**config.mk**
```make
export PLATFORM = sky130hd
export DESIGN_NAME = wb_regfile
export DESIGN_NICKNAME = d
export VERILOG_FILES = /design/src/rtl/wb_regfile.sv
export SDC_FILE = /design/constraint.sdc
export NUM_CORES = 2
export LEC_CHECK = 0
export CORE_UTILIZATION = 47
export DETAILED_ROUTE_END_ITERATION = 10
export PLACE_DENSITY = 0.7
export SETUP_SLACK_MARGIN = 0.1
export SLEW_MARGIN = 5
export SYNTH_ARGS = -nofsm -noshare
export SYNTH_HDL_FRONTEND = slang
export SYNTH_SLANG_ARGS = --single-unit
export TNS_END_PERCENT = 100
```
**constraint.sdc**
```tcl
create_clock -name CLK -period 2.6 [get_ports CLK]
set_input_delay 0.52 -clock CLK [delete_from_list [all_inputs] [get_ports CLK]]
set_output_delay 0.52 -clock CLK [all_outputs]
set_load 0.02 [all_outputs]
```
**src/rtl/wb_regfile.sv**
```systemverilog
// Writeback result select, architectural register file with two read ports,
// PC redirect on register-targeted PC writes and a retired-writeback counter.
// Define WB_BYPASS_EN to forward the committing result to same-cycle reads.
module wb_regfile #(
    parameter int SIZE     = 32,
    parameter int NUM_REGS = 32,
    parameter bit ZERO_REG = 1'b1
) (
    input  logic            CLK,
    input  logic            RST_N,
    input  logic            RegWriteW,
    input  logic            MemToRegW,
    input  logic            PCSrcW,
    input  logic [4:0]      WA3W,
    input  logic [SIZE-1:0] ALUOutW,
    input  logic [SIZE-1:0] ReadDataW,
    input  logic [4:0]      RA1D,
    input  logic [4:0]      RA2D,
    output logic [SIZE-1:0] RD1D,
    output logic [SIZE-1:0] RD2D,
    output logic [SIZE-1:0] ResultW,
    output logic            PCRedirectW,
    output logic [SIZE-1:0] PCTargetW,
    output logic [31:0]     RetireCount
);

    localparam logic [5:0] LP_NREGS = 6'(NUM_REGS);

    logic [SIZE-1:0] r_regs [NUM_REGS];
    logic            r_pc_redirect;
    logic [SIZE-1:0] r_pc_target;
    logic [31:0]     r_retire_count;

    logic [SIZE-1:0] w_result;
    logic            w_wr_ok;
    logic            w_pc_wr;
    logic [SIZE-1:0] w_rd1;
    logic [SIZE-1:0] w_rd2;

    function automatic logic addr_live(input logic [4:0] a);
        return ({1'b0, a} < LP_NREGS) && !(ZERO_REG && (a == 5'd0));
    endfunction

    assign w_result = MemToRegW ? ReadDataW : ALUOutW;
    assign w_wr_ok  = RegWriteW && addr_live(WA3W);
    assign w_pc_wr  = RegWriteW && PCSrcW;

    always_ff @(posedge CLK) begin
        if (!RST_N) begin
            for (int i = 0; i < NUM_REGS; i++) begin
                r_regs[i] <= '0;
            end
            r_pc_redirect  <= 1'b0;
            r_pc_target    <= '0;
            r_retire_count <= '0;
        end else begin
            if (w_wr_ok) begin
                r_regs[WA3W] <= w_result;
            end
            r_pc_redirect <= w_pc_wr;
            if (w_pc_wr) begin
                r_pc_target <= w_result;
            end
            // Dropped writes still retire an instruction, so they are counted.
            if (RegWriteW) begin
                r_retire_count <= r_retire_count + 32'd1;
            end
        end
    end

    always_comb begin
        w_rd1 = '0;
        w_rd2 = '0;
        if (addr_live(RA1D)) begin
            w_rd1 = r_regs[RA1D];
        end
        if (addr_live(RA2D)) begin
            w_rd2 = r_regs[RA2D];
        end
`ifdef WB_BYPASS_EN
        if (w_wr_ok && RST_N && (RA1D == WA3W)) begin
            w_rd1 = w_result;
        end
        if (w_wr_ok && RST_N && (RA2D == WA3W)) begin
            w_rd2 = w_result;
        end
`endif
    end

    assign RD1D        = w_rd1;
    assign RD2D        = w_rd2;
    assign ResultW     = w_result;
    assign PCRedirectW = r_pc_redirect;
    assign PCTargetW   = r_pc_target;
    assign RetireCount = r_retire_count;

endmodule

```
==> summary.txt <==
Detailed routing
  – DR vias/cell: 6.63
  – Via Count: 41700
  – Antenna Nets Post-Route: 0
  – DR WL/cell: approximately 31 microns
  – Routed wire length: about 200 mm
  – Drc violations: 0
  – Router iterations before antenna repair: 6
  – Number of DRC markers in iteration 0: 6454

STA
  – Slew @ Worst Pin: approximately 800 ps
  – Hold Violations, Final: 0
  – Max Freq: 319 MHz
  – RSZ-0062 raised after global routing: yes
  – Final period util: 120%
  – Setup ws final: -531 ps
  – Final setup vio count: 64
  – Clock skew: 13.3 ps
  – Max-Slew Margin vs Limit: between 40% and 50%
  – Setup TNS: -24530 ps
  – Post-route minimum period: 3130 ps
  – Final Max Slew Viols: 0

Place
  – DPL Wire Length: roughly 130 mm
  – RD Place Congestion: between 0.9 and 1
  – Port Buf Inserts: 244
  – Placed inst area: 0.0646 sq mm
  – Placed insts: 5962

Clock network
  – Clk_lat worst skew: 710 ps
  – CTS clk-pin slew, worst paths: around 60 ps
  – CTS H-tree lvls: 3
  – TritonCTS clock tree: yes
  – Hold Buf Count CTS: 0
  – CTS buffer count: approximately 110
  – Root Buffer: clkbuf_16
  – Clock tree buffer depth: 3
  – CTS sink count: ~1100

Die
  – Die span in x: about 340 microns
  – Core area: 0.116 sq mm
  – Row Count: between 100 and 150
  – Die Span Y: approximately 340 microns
  – I/O Pins: 245
  – Die area: between 0.1 and 0.15 sq mm
  – Initial Utilization: 47.4%

Worst setup path
  – Worst path max stage delay: 460 ps
  – Crit path DAT: 2610 ps
  – CP startpoint kind: register
  – Worst EP required: approximately 2100 ps
  – CP most frequent cell: buf_6
  – Critical Path End Type: primary output
  – Max Fanout on Critical Path: 2
  – Crit path max-delay cell type: mux4_2
  – Crit path cell chain: buf_4 -> mux4_2 -> mux2_4 -> o21ai_2 -> buf_6 -> a311oi_4 -> buf_6
  – Crit path kind: reg2out

Finish
  – Post-Layout Inst Area: 0.0720 sq mm
  – Share of cells above drive strength 1: ~38%
  – Commonest non-fill, non-tap cells in the layout: nor2_1 (1043), edfxtp_1 (1024), buf_4 (539), mux4_2 (448), clkdlybuf4s50_1 (167)
  – Final Util: 61.9%
  – Finished Layout Cells: around 6300
  – Antenna diode count: 0
  – Final Net Count: 4754
  – Fillcell total: 8339
  – FF+latch area: 0.0321 sq mm
  – Area of the multi-input gates: ~0.024 sq mm
  – Area delta synth->final: 30.4%
  – Most common cell after layout, fill and taps aside: nor2_1

Global route
  – Global-route wire length before repair: 278 mm
  – Total GRT Usage: 32.6%
  – Initial antenna violation count: 2
  – Vias in the first global route: about 40000
  – Largest net degree at the start of global routing: between 60 and 70
  – Gr ovfl total: 0

Job
  – Max Cap Viol: 0

Synth
  – Post-Syn Area: 0.0552 sq mm
  – Sequential-to-total area share from yosys stat: 58.0%
  – Number of flops mapped to enable cells by yosys: 1024
  – Number of synthesized register bits: 1089
  – Syn_area_per_cell: 13.9 sq um
  – Asr flop ratio synth: 0%
  – Synth warn: 0
  – Distinct cells, synth: 46
  – Synth Instances: approximately 4000
  – Dominant synthesized flop cell: edfxtp_1

Outcome
  – Outcome: complete, but fails checks
  – Failing checks: negative setup slack

Pwr
  – Pwr Density: 628 mW/mm^2
  – Total power: ~45 mW
  – Leakage: between 20 and 30 nW
  – Maximum VDD drop: 0.544 mV

Min path
  – HP Class: in2reg
worst max-delay path, delay by kind of cell (launching register included):
kind                   cells  cell delay, ps
AOI/OAI and AO/OA          2             230
buffers and inverters      3             500
DFF                        1             400
muxes                      2             780
cell type report:
| class | instances | share of cell area (%) |
|---|---|---|
| clock inverters | 58 | 0.852 |
| clock buffers | 151 | 4.44 |
| multi-input cells | 2459 | 32.9 |
| inverters | 37 | 0.205 |
| flip-flops and latches | 1089 | 44.5 |
| well taps | 1524 | 2.65 |
| repair buffers | 971 | 14.5 |
registers in the layout, indices dropped and copies added, names as in the netlist:
register,cells
RetireCount,32
PCRedirectW,1
r_regs,1024
PCTargetW,32
through the flow:
step | setup slack, ps | hold slack, ps
finish | -531 | 305
global route | -556 | 316
CTS | -503 | 282
detailed placement | -1080 | 468
global placement | -1050 | 451
floorplan | 59.7 | 540
synthesized netlist by cell type (all sizes together), types with 8 or more instances:
cell type | count | share of area, %
a211oi | 96 | 1.3
a21oi | 14 | 0.13
a221oi | 48 | 0.76
a22oi | 64 | 0.87
a311oi | 64 | 1.0
buf | 150 | 1.9
clkbuf | 271 | 1.8
dfxtp | 65 | 2.4
edfxtp | 1024 | 56
inv | 37 | 0.25
mux2 | 64 | 1.3
mux2i | 167 | 3.0
mux4 | 448 | 18
nand2 | 116 | 0.79
nand2b | 8 | 0.091
nand3 | 9 | 0.082
nand4 | 9 | 0.16
nor2 | 1045 | 7.1
nor2b | 68 | 0.77
nor4 | 8 | 0.091
o2111ai | 16 | 0.25
o21ai | 116 | 1.1
o31ai | 10 | 0.14
or4 | 12 | 0.18
worst paths after layout:
kind                                 from                           end  cells past startpoint  slack [ps]
max           r_regs[15][9]$_SDFFCE_PN0P_                       RD1D[9]                      7        -530
min                                 RST_N  RetireCount[31]$_SDFFE_PN0P_                      4         300
max reg2reg   RetireCount[0]$_SDFFE_PN0P_  RetireCount[16]$_SDFFE_PN0P_                      5         690
min reg2reg  RetireCount[31]$_SDFFE_PN0P_  RetireCount[31]$_SDFFE_PN0P_                      2         470
kinds of logic (layout without fill, tap and decap cells):
group / Yosys count / count (layout) / synth area share (%)
XOR/XNOR: 11 / 11 / 0.174
adder cells (fa/ha/maj): 1 / 1 / 0.0227
buffers and inverters: 458 / 1217 / 3.95
flip-flops: 1089 / 1089 / 58.0
AO/OA/AOI/OAI: 428 / 428 / 5.52
AND/OR/NAND/NOR: 1306 / 1308 / 9.67
multiplexers: 679 / 679 / 22.6
other: 1 / 32 / 0.00679
timing repair:
item	in CTS	in global routing
pin swaps	54	60
cloned	11	3
gates resized for setup	553	141
buffers inserted	77	27
endpoints found under the setup margin	64	64
metal layers:
layer / share of wire, % / vias to the layer above / wire [microns] / global-route usage (%)
li1: - / 16600 / - / -
met1: 34 / 20900 / 67400 / 42.8
met2: 45 / 3525 / 88800 / 49.4
met3: 14 / 642 / 28100 / 8.66
met4: 6.4 / 2 / 12600 / 18.5
met5: 0.0056 / - / 11 / 0
power by group:
group	leakage [nW]	switching [mW]	internal, mW
combinational	14.0	4.17	3.66
clock	1.85	7.00	9.77
sequential	10.3	0.522	20.1
total	26.1	11.7	33.5
No activity file was read; power rests on OpenSTA's default activity.
